## src/rtl/musical_score_recorder_if.sv

```systemverilog
// Write-side bundle between the score recorder, its control/detector inputs and the score RAM.
// The recorder is the master: it drives the RAM write port and the status outputs.
interface musical_score_recorder_if #(
    parameter int unsigned ADDR_WIDTH  = 7,
    parameter int unsigned TEMPO_WIDTH = 26
);
    logic                   start;
    logic                   stop;
    logic [TEMPO_WIDTH-1:0] tempo;
    logic [3:0]             detected_note;
    logic                   note_valid;
    logic                   wr_en;
    logic [ADDR_WIDTH-1:0]  wr_addr;
    logic [3:0]             wr_data;
    logic                   recording;
    logic                   done;
    logic [ADDR_WIDTH:0]    note_count;

    modport master (
        input  start, stop, tempo, detected_note, note_valid,
        output wr_en, wr_addr, wr_data, recording, done, note_count
    );

    modport slave (
        output start, stop, tempo, detected_note, note_valid,
        input  wr_en, wr_addr, wr_data, recording, done, note_count
    );
endinterface

```

## src/rtl/musical_score_recorder.sv

```systemverilog
// Samples the detected note once per tempo beat and writes the 4-bit note stream into the
// score RAM, closing each song with a 1111 end marker.
module musical_score_recorder #(
    parameter int unsigned ADDR_WIDTH  = 7,
    parameter int unsigned TEMPO_WIDTH = 26
) (
    input  logic                       clk_i,
    input  logic                       reset_i,
    musical_score_recorder_if.master   bus
);
    typedef enum logic [1:0] {StIdle, StRecord, StTerminate, StDone} state_e;

    localparam logic [ADDR_WIDTH-1:0]  LastNoteAddr = {{(ADDR_WIDTH-1){1'b1}}, 1'b0};
    localparam logic [3:0]             EndMarker    = 4'hF;
    localparam logic [3:0]             Rest         = 4'h0;

    state_e                 state_q;
    logic [TEMPO_WIDTH-1:0] tempo_q;
    logic [TEMPO_WIDTH-1:0] cnt_q;
    logic                   beat_q;
    logic [3:0]             held_q;
    logic [ADDR_WIDTH-1:0]  addr_q;
    logic                   wr_en_q;
    logic [ADDR_WIDTH-1:0]  wr_addr_q;
    logic [3:0]             wr_data_q;
    logic                   recording_q;
    logic                   done_q;
    logic [ADDR_WIDTH:0]    count_q;

    logic [3:0]             note_in;
    logic [3:0]             beat_note;
    logic [TEMPO_WIDTH-1:0] tempo_eff;
    logic                   beat_hit;

    always_comb begin
        // The detector must never be able to forge the end-of-song marker.
        note_in   = (bus.detected_note == EndMarker) ? Rest : bus.detected_note;
        beat_note = bus.note_valid ? note_in : held_q;
        tempo_eff = (bus.tempo == '0) ? TEMPO_WIDTH'(1) : bus.tempo;
        beat_hit  = (cnt_q == tempo_q - TEMPO_WIDTH'(1));
    end

    always_ff @(posedge clk_i) begin
        if (!reset_i) begin
            state_q     <= StIdle;
            tempo_q     <= '0;
            cnt_q       <= '0;
            beat_q      <= 1'b0;
            held_q      <= Rest;
            addr_q      <= '0;
            wr_en_q     <= 1'b0;
            wr_addr_q   <= '0;
            wr_data_q   <= Rest;
            recording_q <= 1'b0;
            done_q      <= 1'b0;
            count_q     <= '0;
        end else begin
            wr_en_q <= 1'b0;
            unique case (state_q)
                StIdle, StDone: begin
                    if (bus.start) begin
                        state_q     <= StRecord;
                        tempo_q     <= tempo_eff;
                        cnt_q       <= '0;
                        beat_q      <= 1'b0;
                        held_q      <= Rest;
                        addr_q      <= '0;
                        wr_addr_q   <= '0;
                        count_q     <= '0;
                        recording_q <= 1'b1;
                        done_q      <= 1'b0;
                    end
                end
                StRecord: begin
                    if (beat_hit) begin
                        cnt_q  <= '0;
                        beat_q <= 1'b1;
                    end else begin
                        cnt_q  <= cnt_q + TEMPO_WIDTH'(1);
                        beat_q <= 1'b0;
                    end
                    // beat_q marks the beat cycle; the write lands on the following edge.
                    if (beat_q) begin
                        wr_en_q   <= 1'b1;
                        wr_addr_q <= addr_q;
                        wr_data_q <= beat_note;
                        addr_q    <= addr_q + ADDR_WIDTH'(1);
                        count_q   <= count_q + (ADDR_WIDTH + 1)'(1);
                        held_q    <= Rest;
                        if (bus.stop || addr_q == LastNoteAddr) begin
                            state_q <= StTerminate;
                        end
                    end else begin
                        if (bus.note_valid) begin
                            held_q <= note_in;
                        end
                        if (bus.stop) begin
                            state_q <= StTerminate;
                        end
                    end
                end
                StTerminate: begin
                    wr_en_q     <= 1'b1;
                    wr_addr_q   <= addr_q;
                    wr_data_q   <= EndMarker;
                    beat_q      <= 1'b0;
                    recording_q <= 1'b0;
                    done_q      <= 1'b1;
                    state_q     <= StDone;
                end
                default: state_q <= StIdle;
            endcase
        end
    end

    assign bus.wr_en      = wr_en_q;
    assign bus.wr_addr    = wr_addr_q;
    assign bus.wr_data    = wr_data_q;
    assign bus.recording  = recording_q;
    assign bus.done       = done_q;
    assign bus.note_count = count_q;
endmodule

```

## src/flat_wrapper.sv

```systemverilog
// flat-port wrapper written by rule: the top's interface ports become plain ports
module musical_score_recorder_flat 
#(
    parameter int unsigned ADDR_WIDTH  = 7,
    parameter int unsigned TEMPO_WIDTH = 26
)
  (clk_i, reset_i, bus_start, bus_stop, bus_tempo, bus_detected_note, bus_note_valid, bus_wr_en, bus_wr_addr, bus_wr_data, bus_recording, bus_done, bus_note_count);
  musical_score_recorder_if #(.ADDR_WIDTH(ADDR_WIDTH), .TEMPO_WIDTH(TEMPO_WIDTH)) bus_i ();
  input  logic clk_i;
  input  logic reset_i;
  input wire logic [$bits(bus_i.start)-1:0] bus_start;
  input wire logic [$bits(bus_i.stop)-1:0] bus_stop;
  input wire logic [$bits(bus_i.tempo)-1:0] bus_tempo;
  input wire logic [$bits(bus_i.detected_note)-1:0] bus_detected_note;
  input wire logic [$bits(bus_i.note_valid)-1:0] bus_note_valid;
  output wire logic [$bits(bus_i.wr_en)-1:0] bus_wr_en;
  output wire logic [$bits(bus_i.wr_addr)-1:0] bus_wr_addr;
  output wire logic [$bits(bus_i.wr_data)-1:0] bus_wr_data;
  output wire logic [$bits(bus_i.recording)-1:0] bus_recording;
  output wire logic [$bits(bus_i.done)-1:0] bus_done;
  output wire logic [$bits(bus_i.note_count)-1:0] bus_note_count;
  assign bus_i.start = bus_start;
  assign bus_i.stop = bus_stop;
  assign bus_i.tempo = bus_tempo;
  assign bus_i.detected_note = bus_detected_note;
  assign bus_i.note_valid = bus_note_valid;
  assign bus_wr_en = bus_i.wr_en;
  assign bus_wr_addr = bus_i.wr_addr;
  assign bus_wr_data = bus_i.wr_data;
  assign bus_recording = bus_i.recording;
  assign bus_done = bus_i.done;
  assign bus_note_count = bus_i.note_count;
  musical_score_recorder #(.ADDR_WIDTH(ADDR_WIDTH), .TEMPO_WIDTH(TEMPO_WIDTH)) u_core (.clk_i(clk_i), .reset_i(reset_i), .bus(bus_i));
endmodule
```

## config.mk

```make
export PLATFORM = sky130hd
export DESIGN_NAME = musical_score_recorder_flat
export DESIGN_NICKNAME = d
export VERILOG_FILES = /design/src/rtl/musical_score_recorder_if.sv /design/src/rtl/musical_score_recorder.sv /design/src/flat_wrapper.sv
export SDC_FILE = /design/constraint.sdc
export NUM_CORES = 1
export LEC_CHECK = 0
export BUFFER_PORTS_ARGS = -buffer_cell sky130_fd_sc_hd__buf_2
export CAP_MARGIN = 25
export CORE_MARGIN = 1.5
export CORE_UTILIZATION = 55
export CTS_CLUSTER_SIZE = 12
export DETAILED_ROUTE_END_ITERATION = 16
export HOLD_SLACK_MARGIN = 0.06
export PLACE_DENSITY = 0.84
export SKIP_CTS_REPAIR_TIMING = 1
export SYNTH_ARGS = -nofsm -noshare
export SYNTH_HDL_FRONTEND = slang
export SYNTH_SLANG_ARGS = --single-unit
```

## constraint.sdc

```tcl
create_clock -name clk_i -period 6.35 [get_ports clk_i]
set_input_delay 0.9525 -clock clk_i [delete_from_list [all_inputs] [get_ports clk_i]]
set_output_delay 0.9525 -clock clk_i [all_outputs]
set_load 0.05 [all_outputs]
```

==> results.sh <==
export IMPL_status="finished clean"
export IMPL_port_buffers=56
export IMPL_critical_path_class="flip-flop to flip-flop"
export IMPL_synth_edf_count=0
export IMPL_die_area_um2=9059
export IMPL_areaGrowthSynthToFinish_pct=10.09
export IMPL_worstSetupStartpointType="flip-flop"
export IMPL_synth_top_flop_cell="dfxtp_1"
export IMPL_drt_wirelength_per_cell_um=14.85
export IMPL_switchingPower_w=0.0007638
export IMPL_ys_types=57
export IMPL_nets=679
export IMPL_die_height_um=95.18
export IMPL_hold_viol=0
export IMPL_syn_inst=593
export IMPL_row_count=33
export IMPL_synth_top_area_share_pct=37.70
export IMPL_cts_root_buf="clkbuf_8"
export IMPL_relSlewSlack_pct=24.57
export IMPL_clock_fmax_ghz=0.2757
export IMPL_finalCritPeriodShare_pct=57.13
export IMPL_fill_cells=695
export IMPL_cts_buffers_inserted=9
export IMPL_crit_arrival_ns=3.89
export IMPL_cts_tree="yes"
export IMPL_p_clk_share_pct=19.5
export IMPL_power_density_nw_per_um2=347.3
export IMPL_hold_class="flip-flop to flip-flop"
export IMPL_critical_path_required_ns=6.61
export IMPL_start_util_pct=56.88
export IMPL_insertedDiodeCount=0
export IMPL_min_period_ns=3.628
export IMPL_wl_um=11080
export IMPL_setup_viol=0
export IMPL_p_comb_share_pct=41.7
export IMPL_switching_share_pct=42.75
export IMPL_reg2reg_depth=12
export IMPL_cts_clk_slew_worst_paths_ns=0.09
export IMPL_skew_ns=0.006544
export IMPL_drt_pass1_iterations=5
export IMPL_dr_total_vias=4531
export IMPL_ys_top_cells_by_area="dfxtp_1 38%, nand2_1 7.5%, a21oi_1 6.4%, nor2_1 4.4%, xor2_1 3.7%"
export IMPL_gr_total_overflow=0
export IMPL_crit_fanout=42
export IMPL_antenna_found_initial=0
export IMPL_clk_path_buf_depth=2
export IMPL_drcViolationCount=0
export IMPL_yosysMostFrequentCell="nand2_1"
export IMPL_drt_iter0_drc=318
export IMPL_yosysSeqAreaShare_pct=37.70
export IMPL_yosys_warnings=0
export IMPL_peakVddDrop_mv=0.2871
export IMPL_ys_ff_latch=88
export IMPL_rsz0062_at_grt="no"
export IMPL_placed_cells=730
export IMPL_p_int_w=0.001023
export IMPL_h_tree_depth=3
export IMPL_min_path_cells=1
export IMPL_ys_top_cells_by_count="93 x nand2_1, 88 x dfxtp_1, 60 x a21oi_1"
export IMPL_tns_ns=0
export IMPL_grt_max_degree=43
export IMPL_viasPerCell=6.074
export IMPL_fp_dieW_um=95.18
export IMPL_drv_slew=0
export IMPL_syn_nets=636
export IMPL_post_route_cell_area_um2=5145
export IMPL_fin_cells=746
export IMPL_grt_pass1_wl_um=18390
export IMPL_leakagePower_nw=1.976
export IMPL_insertion_delay_ns=0.36
export IMPL_synth_top_cell_by_area="dfxtp_1"
export IMPL_post_dp_cell_area_um2=4972
export IMPL_synth_area_um2=4673
export IMPL_async_flop_share_pct=0
export IMPL_p_seq_share_pct=38.8
export IMPL_place_gp_congestion=0.9577
export IMPL_drv_cap=0
export IMPL_grt_pass1_vias=4157
export IMPL_hpwl_um=8118
export IMPL_ant_nets=0
export IMPL_worstMarginPinSlew_ns=1.121
export IMPL_grtUsageTotal_pct=25.62
export IMPL_cts_sinks=88
export IMPL_io_pins=57
export IMPL_core_um2=8217
export IMPL_drive_gt1_share_pct=13.10
export IMPL_critPathCaptureType="flip-flop"
export IMPL_synth_avg_cell_area_um2=7.881
state kept, by name, indices dropped and copies added (netlist names):
signal / cells
u_core.cnt_q: 26
u_core.tempo_q: 26
u_core.bus.note_count: 8
u_core.addr_q: 7
u_core.bus.wr_addr: 7
u_core.bus.wr_data: 4
u_core.held_q: 4
u_core.state_q: 2
u_core.beat_q: 1
u_core.bus.done: 1
u_core.bus.recording: 1
u_core.bus.wr_en: 1
cell usage in the layout, fill, tap and decap left out, types with 14 or more instances in the layout:
cell	netlist	routed
nor2_1	55	55
a21oi_1	60	60
a31oi_1	19	19
xor2_1	20	20
nand3_1	26	26
xnor2_1	19	19
buf_2	0	56
nand2_1	93	93
inv_1	15	15
dfxtp_1	88	88
o21ai_0	15	15
nor4_1	14	14
metrics by stage:
stage | worst slack (ns) | hold WS, ns | utilization, % | total power [W]
2_1_floorplan | 3.299 | 0.4466 | - | 0.001283
3_3_place_gp | 2.902 | 0.4587 | 60.42 | 0.001398
3_5_place_dp | 2.747 | 0.4648 | 60.51 | 0.001431
4_1_cts | 2.734 | 0.4881 | 62.62 | 0.001775
5_1_grt | 2.409 | 0.5034 | 62.62 | 0.001897
6_report | 2.722 | 0.4819 | 62.62 | 0.001787
final timing paths:
check,slack [ns],end,start
hold / removal,0.48,u_core.bus.wr_addr[0],u_core.bus.wr_addr[0]
setup / recovery,2.72,u_core.cnt_q[14],u_core.tempo_q[0]
setup reg to reg,2.72,u_core.cnt_q[14],u_core.tempo_q[0]
hold reg to reg,0.48,u_core.bus.wr_addr[0],u_core.bus.wr_addr[0]
final cells by class:
type | instances | area (um2) | area share [%]
clock buffers | 10 | 127.6 | 2.481
clock inverters | 6 | 45.04 | 0.8755
inverters | 15 | 56.30 | 1.094
multi-input cells | 463 | 2720 | 52.87
flip-flops and latches | 88 | 1762 | 34.24
well taps | 105 | 131.4 | 2.554
repair buffers | 59 | 302.8 | 5.885
critical path, cell delays in order, from the launching register on:
cell	delay [ns]
dfxtp_1	0.37
inv_1	0.07
ha_1	0.18
nor3b_1	0.64
nand4_1	0.28
or3_4	0.41
or3b_1	0.38
a31oi_1	0.20
a2bb2oi_2	0.18
a31oi_2	0.09
buf_4	0.27
and3_1	0.21
a221o_1	0.25
per-layer routing:
layer / vias up / GRT usage, % / share of wire [%]
li1: 2208 / - / -
met1: 2138 / 34.88 / 46
met2: 157 / 39.13 / 45
met3: 28 / 4.944 / 6.0
met4: 0 / 11.44 / 2.1
met5: - / 0 / 0
logic make-up (layout without fill, tap and decap cells):
logic type,Yosys count,in the layout,share of synthesized area (%)
compound gates,136,136,18.26
xor+xnor,39,39,7.309
fa+ha+maj,8,8,2.142
buf+inv,42,90,4.096
flops,88,88,37.70
mux,7,7,1.553
simple gates,273,273,28.94
power groups by stage:
| stage | Sequential, W | Clock, W | Combinational [W] |
|---|---|---|---|
| 4_1_cts | 0.000690 | 0.000351 | 0.000734 |
| 3_5_place_dp | 0.000702 | 0 | 0.000728 |
| 2_1_floorplan | 0.000734 | 0 | 0.000548 |
| 3_3_place_gp | 0.000697 | 0 | 0.000702 |
| 6_report | 0.000693 | 0.000348 | 0.000746 |
| 5_1_grt | 0.000701 | 0.000376 | 0.000821 |
Power figures use the tool's default switching activity.
